## src/rtl/one_io_bias_pkg.sv

```systemverilog
// Shared types and helpers for the single-input neuron bias stage.
//   bias_state_t : control FSM encoding
//   DEF_WIDTH    : default activation/bias width
//   SAT_MAX/MIN  : signed range limits for a given width
package one_io_bias_pkg;

  typedef enum logic [1:0] {
    IDLE         = 2'd0,
    ADD          = 2'd1,
    WAIT_RELEASE = 2'd2
  } bias_state_t;

  localparam int DEF_WIDTH = 8;

  function automatic int SAT_MAX(input int w);
    return (1 << (w - 1)) - 1;
  endfunction

  function automatic int SAT_MIN(input int w);
    return -(1 << (w - 1));
  endfunction

endpackage

```

## src/rtl/sat_add.sv

```systemverilog
// Combinational signed adder with optional clamp to the signed range.
//   a, b     : two's-complement operands
//   sum      : clamped (SATURATE=1) or wrapped (SATURATE=0) result
//   overflow : sum did not fit in WIDTH bits (debug observation only)
module sat_add
  import one_io_bias_pkg::*;
#(
  parameter int WIDTH    = DEF_WIDTH,
  parameter bit SATURATE = 1'b1
) (
  input  logic [WIDTH-1:0] a,
  input  logic [WIDTH-1:0] b,
  output logic [WIDTH-1:0] sum,
  output logic             overflow
);

  localparam logic [WIDTH-1:0] MAX_V = WIDTH'(SAT_MAX(WIDTH));
  localparam logic [WIDTH-1:0] MIN_V = WIDTH'(SAT_MIN(WIDTH));

  logic [WIDTH:0] sum_ext;

  always_comb begin
    sum_ext  = {a[WIDTH-1], a} + {b[WIDTH-1], b};
    // Extended sign and top result bit disagree only when the true sum
    // left the WIDTH-bit signed range; the extended sign tells which side.
    overflow = sum_ext[WIDTH] ^ sum_ext[WIDTH-1];
    sum      = sum_ext[WIDTH-1:0];
    if (SATURATE && overflow) sum = sum_ext[WIDTH] ? MIN_V : MAX_V;
  end

endmodule

```

## src/rtl/one_io_bias.sv

```systemverilog
// Single-input neuron bias stage: captures an activation and a bias on an
// enable assertion, adds them (saturating or wrapping) and presents the
// result with a one-cycle ready pulse. A held enable never retriggers.
//   clk, rst_n  : clock, async active-low reset
//   in          : activation operand, captured at the start edge
//   biased_val  : bias operand, captured with in
//   enable      : level start request, one operation per assertion
//   ready       : one-cycle pulse when biased_out carries a new result
//   biased_out  : registered result, held until the next one
module one_io_bias
  import one_io_bias_pkg::*;
#(
  parameter int WIDTH    = DEF_WIDTH,
  parameter bit SATURATE = 1'b1
) (
  input  logic             clk,
  input  logic             rst_n,
  input  logic [WIDTH-1:0] in,
  input  logic [WIDTH-1:0] biased_val,
  input  logic             enable,
  output logic             ready,
  output logic [WIDTH-1:0] biased_out
);

  bias_state_t      state, state_nxt;
  logic             cap_en, out_en;
  logic [WIDTH-1:0] op_a, op_b, sum;
  logic             add_ovf_unused; // debug tap, no consumer

  sat_add #(.WIDTH(WIDTH), .SATURATE(SATURATE)) u_sat_add (
    .a        (op_a),
    .b        (op_b),
    .sum      (sum),
    .overflow (add_ovf_unused)
  );

  always_ff @(posedge clk or negedge rst_n) begin
    if (!rst_n) state <= IDLE;
    else        state <= state_nxt;
  end

  always_comb begin
    state_nxt = state;
    cap_en    = 1'b0;
    out_en    = 1'b0;
    case (state)
      IDLE: if (enable) begin
        cap_en    = 1'b1;
        state_nxt = ADD;
      end
      ADD: begin
        out_en    = 1'b1;
        // Enable already low: skip the release wait so the next start
        // can land two edges after this one.
        state_nxt = enable ? WAIT_RELEASE : IDLE;
      end
      WAIT_RELEASE: if (!enable) state_nxt = IDLE;
      default: state_nxt = IDLE;
    endcase
  end

  always_ff @(posedge clk or negedge rst_n) begin
    if (!rst_n) begin
      op_a       <= '0;
      op_b       <= '0;
      biased_out <= '0;
      ready      <= 1'b0;
    end else begin
      ready <= out_en;
      if (cap_en) begin
        op_a <= in;
        op_b <= biased_val;
      end
      if (out_en) biased_out <= sum;
    end
  end

endmodule

```

## config.mk

```make
export PLATFORM = sky130hd
export DESIGN_NAME = one_io_bias
export DESIGN_NICKNAME = d
export VERILOG_FILES = /design/src/rtl/one_io_bias_pkg.sv /design/src/rtl/sat_add.sv /design/src/rtl/one_io_bias.sv
export SDC_FILE = /design/constraint.sdc
export NUM_CORES = 1
export LEC_CHECK = 0
export CORE_UTILIZATION = 65
export DETAILED_ROUTE_END_ITERATION = 8
export DONT_BUFFER_PORTS = 1
export PLACE_DENSITY = 0.81
export REMOVE_ABC_BUFFERS = 1
export SLEW_MARGIN = 10
export SYNTH_ARGS = -nofsm -noshare
export SYNTH_HDL_FRONTEND = slang
export SYNTH_SLANG_ARGS = --single-unit
export TNS_END_PERCENT = 5
```

## constraint.sdc

```tcl
create_clock -name clk -period 3.2 [get_ports clk]
set_input_delay 0.64 -clock clk [delete_from_list [all_inputs] [get_ports clk]]
set_output_delay 0.64 -clock clk [all_outputs]
set_load 0.03 [all_outputs]
```

==> metrics.txt <==
status completed; DRC viols 0; most common cell after layout, fill and taps aside dfrtp_1; antenna violations before repair 0; TritonCTS Buffers 3; Relative slew margins 49.9%; slowest CP cell fa_1; main flop type after synthesis dfrtp_1; global-route wire length before repair 4510 um; Max Clock Freq 434 MHz; post-synthesis mux area share between 10% and 20%; most frequent cells in the layout dfrtp_1, mux2_2, nand2_1, ha_1, o21ai_0; hpwl dp between 2000 and 2500 um; initial drt markers 11; post-route minimum period 2.30 ns; Layout Cells excl Fill roughly 170; maximum capacitance violations 0; dpl cells between 150 and 200; Syn Std Cell Area 0.00156 mm^2; Std-Cell Rows 17; worst-case clock buffer depth 2; max-slew violations 0; largest net degree at the start of global routing 28; endpoints failing setup 0; CP endpoint kind register; Post-Synth XOR/XNOR Area between 1.5 and 2%; H-tree depth 1; die height 51.1 um; Buffers on Ports 0; CTS tree yes; RSZ-0062 raised after global routing no; Die W between 50 and 60 um; sequential area share after synthesis 43.2%; most area-hungry cell type in the Yosys netlist dfrtp_1; vias in the first global route 1051; Hold Slack 0.0869 ns; via count around 1000; first-pass iteration count of the detailed router 4; GRT Util Overall between 20% and 30%; Max rail drop VDD roughly 0.49 mV; Worst Path Arrival 2.56 ns; GR Overflow Total 0; cell family with most CP delay compound AO/OA/AOI/OAI gates; combinational family with the most area after synthesis compound AO/OA/AOI/OAI gates; Distinct cells, synth 44; Compound-Gate Fraction of Synth Area approximately 20%; postcts setup bufs 0; Initial Utilization between 70% and 80%; crit share post-route around 72%; asr flop ratio synth 100%; Least-Margin Pin Slew about 0.75 ns; Lkg Pwr 0.680 nW; Die ar. 0.00261 mm^2; Syn-to-layout area delta 4.00%; Setup TNS 0 ns; Crit Path Max Fanout 8; Core ar. 0.00223 mm^2; Sink Count 27; Synth Instances 138; drt wl/cell 15.9 um; EDFF count, synth 0; Tot Pwr 1.43 mW; hold crit path type input pin to async pin; critical setup path kind register to register; crit-path max cell delay between 0.3 and 0.4 ns; critical path cell sequence ha_1 -> inv_1 -> fa_1 -> and2b_1 -> o211ai_4 -> a21oi_2 -> a31oi_4 -> a211oi_1; Power per Cell Area 878 mW/mm^2; routed wire length 2650 um; Worst-path clk slew 0.14 ns; Clk Latency, worst-skew pair between 0.3 and 0.4 ns; Buf/Inv on CP 1; crit start category register; #FFs+latches synth 27; diodes inserted 0; CP required 3.45 ns; largest cells by area after synthesis dfrtp_1, mux2_2, ha_1; skew final 0.00173 ns; Final Wtd Congestion 0.826; Final Hold Fails 0; Via density 6.25; Final #Nets around 170; fraction of layout cells with a size suffix above 1 24.6%; Avg Inst Size Synth approximately 11 um^2; Antenna Violating Nets Remaining 0; Synth warnings 0; Adder-Cell Fraction of Synth Area under 10%; Root Buffer clkbuf_4; post-synthesis simple-gate area fraction 13.8%; Synth top area share 43.2%; I/O pin count 28
==> worst reg2reg max path, delay by kind of cell, from the launching register on <==
family                     cells  cell delay (ns)
AOI/OAI and AO/OA              4             0.88
adders and majority gates      2             0.60
buffers and inverters          1             0.07
DFF                            1             0.38
and+or+nand+nor                1             0.29
==> power by group <==
part | leakage [nW] | internal (mW) | switching [mW] | total [mW]
Combinational | 0.347 | 0.298 | 0.371 | 0.668
Clock | 0.0139 | 0.0481 | 0.106 | 0.154
Sequential | 0.319 | 0.442 | 0.165 | 0.606
==> state kept, by name (all words and copies together) (netlist names) <==
name        flops
biased_out      8
op_a            8
ready           1
state           2
op_b            8
==> cell type report <==
cell class | instances | area, um^2
repair buffers | 2 | 27.5
flip-flops and latches | 27 | 676
fillers | 162 | 607
multi-input cells | 98 | 832
well taps | 28 | 35.0
clock buffers | 3 | 22.5
inverters | 7 | 26.3
clock inverters | 1 | 7.51
==> path summary, 6_finish.rpt <==
kind	from	endpoint	slack (ns)	cells past startpoint
max in group asynchronous	rst_n	biased_out[3]	2.96	1
max reg2reg	op_a[0]	biased_out[0]	0.90	8
min in group clk	in[1]	op_a[1]	0.41	2
min reg2reg	op_b[4]	op_b[4]	0.53	1
max	op_a[0]	biased_out[0]	0.90	8
min	rst_n	biased_out[6]	0.09	1
==> metal layers <==
metal  routed length, um  track usage (%)
met1                1200             29.5
met5                   0                0
met4                  56             13.4
met3                  92             2.98
met2                1290             40.6
==> cells by family after synthesis <==
kind of cell / Yosys count
AO/OA/AOI/OAI: 38
buffers and inverters: 13
flip-flops: 27
AND/OR/NAND/NOR: 34
XOR/XNOR: 3
multiplexers: 14
adder cells (fa/ha/maj): 9
==> through the flow <==
step | setup WS [ns] | utilization (%) | instance area (um^2)
after CTS | 0.901 | 72.8 | 1630
after global routing | 0.723 | 72.8 | 1630
after detailed placement | 0.933 | 70.6 | 1580
final | 0.898 | 72.8 | 1630
after global placement | 1.05 | 70.6 | 1580
after floorplan | 0.705 | - | 1530
==> synth_stat cells (all sizes together), types with 2 or more instances <==
| master | n |
|---|---|
| ha | 8 |
| and3b | 2 |
| a21o | 2 |
| nand2 | 8 |
| nor2 | 6 |
| o211ai | 4 |
| inv | 7 |
| nand2b | 2 |
| a21oi | 5 |
| a22oi | 3 |
| a211oi | 5 |
| nor2b | 3 |
| or2 | 2 |
| mux2 | 14 |
| dfrtp | 27 |
| a2111oi | 2 |
| or3b | 2 |
| nor3b | 4 |
| xnor2 | 2 |
| o21ai | 13 |
| buf | 5 |
==> repair_timing <==
item,in CTS,in global routing
hold endpoints to repair,27,0
hold buffers,1,0
resized for setup,0,0
Power figures use the tool's default switching activity.
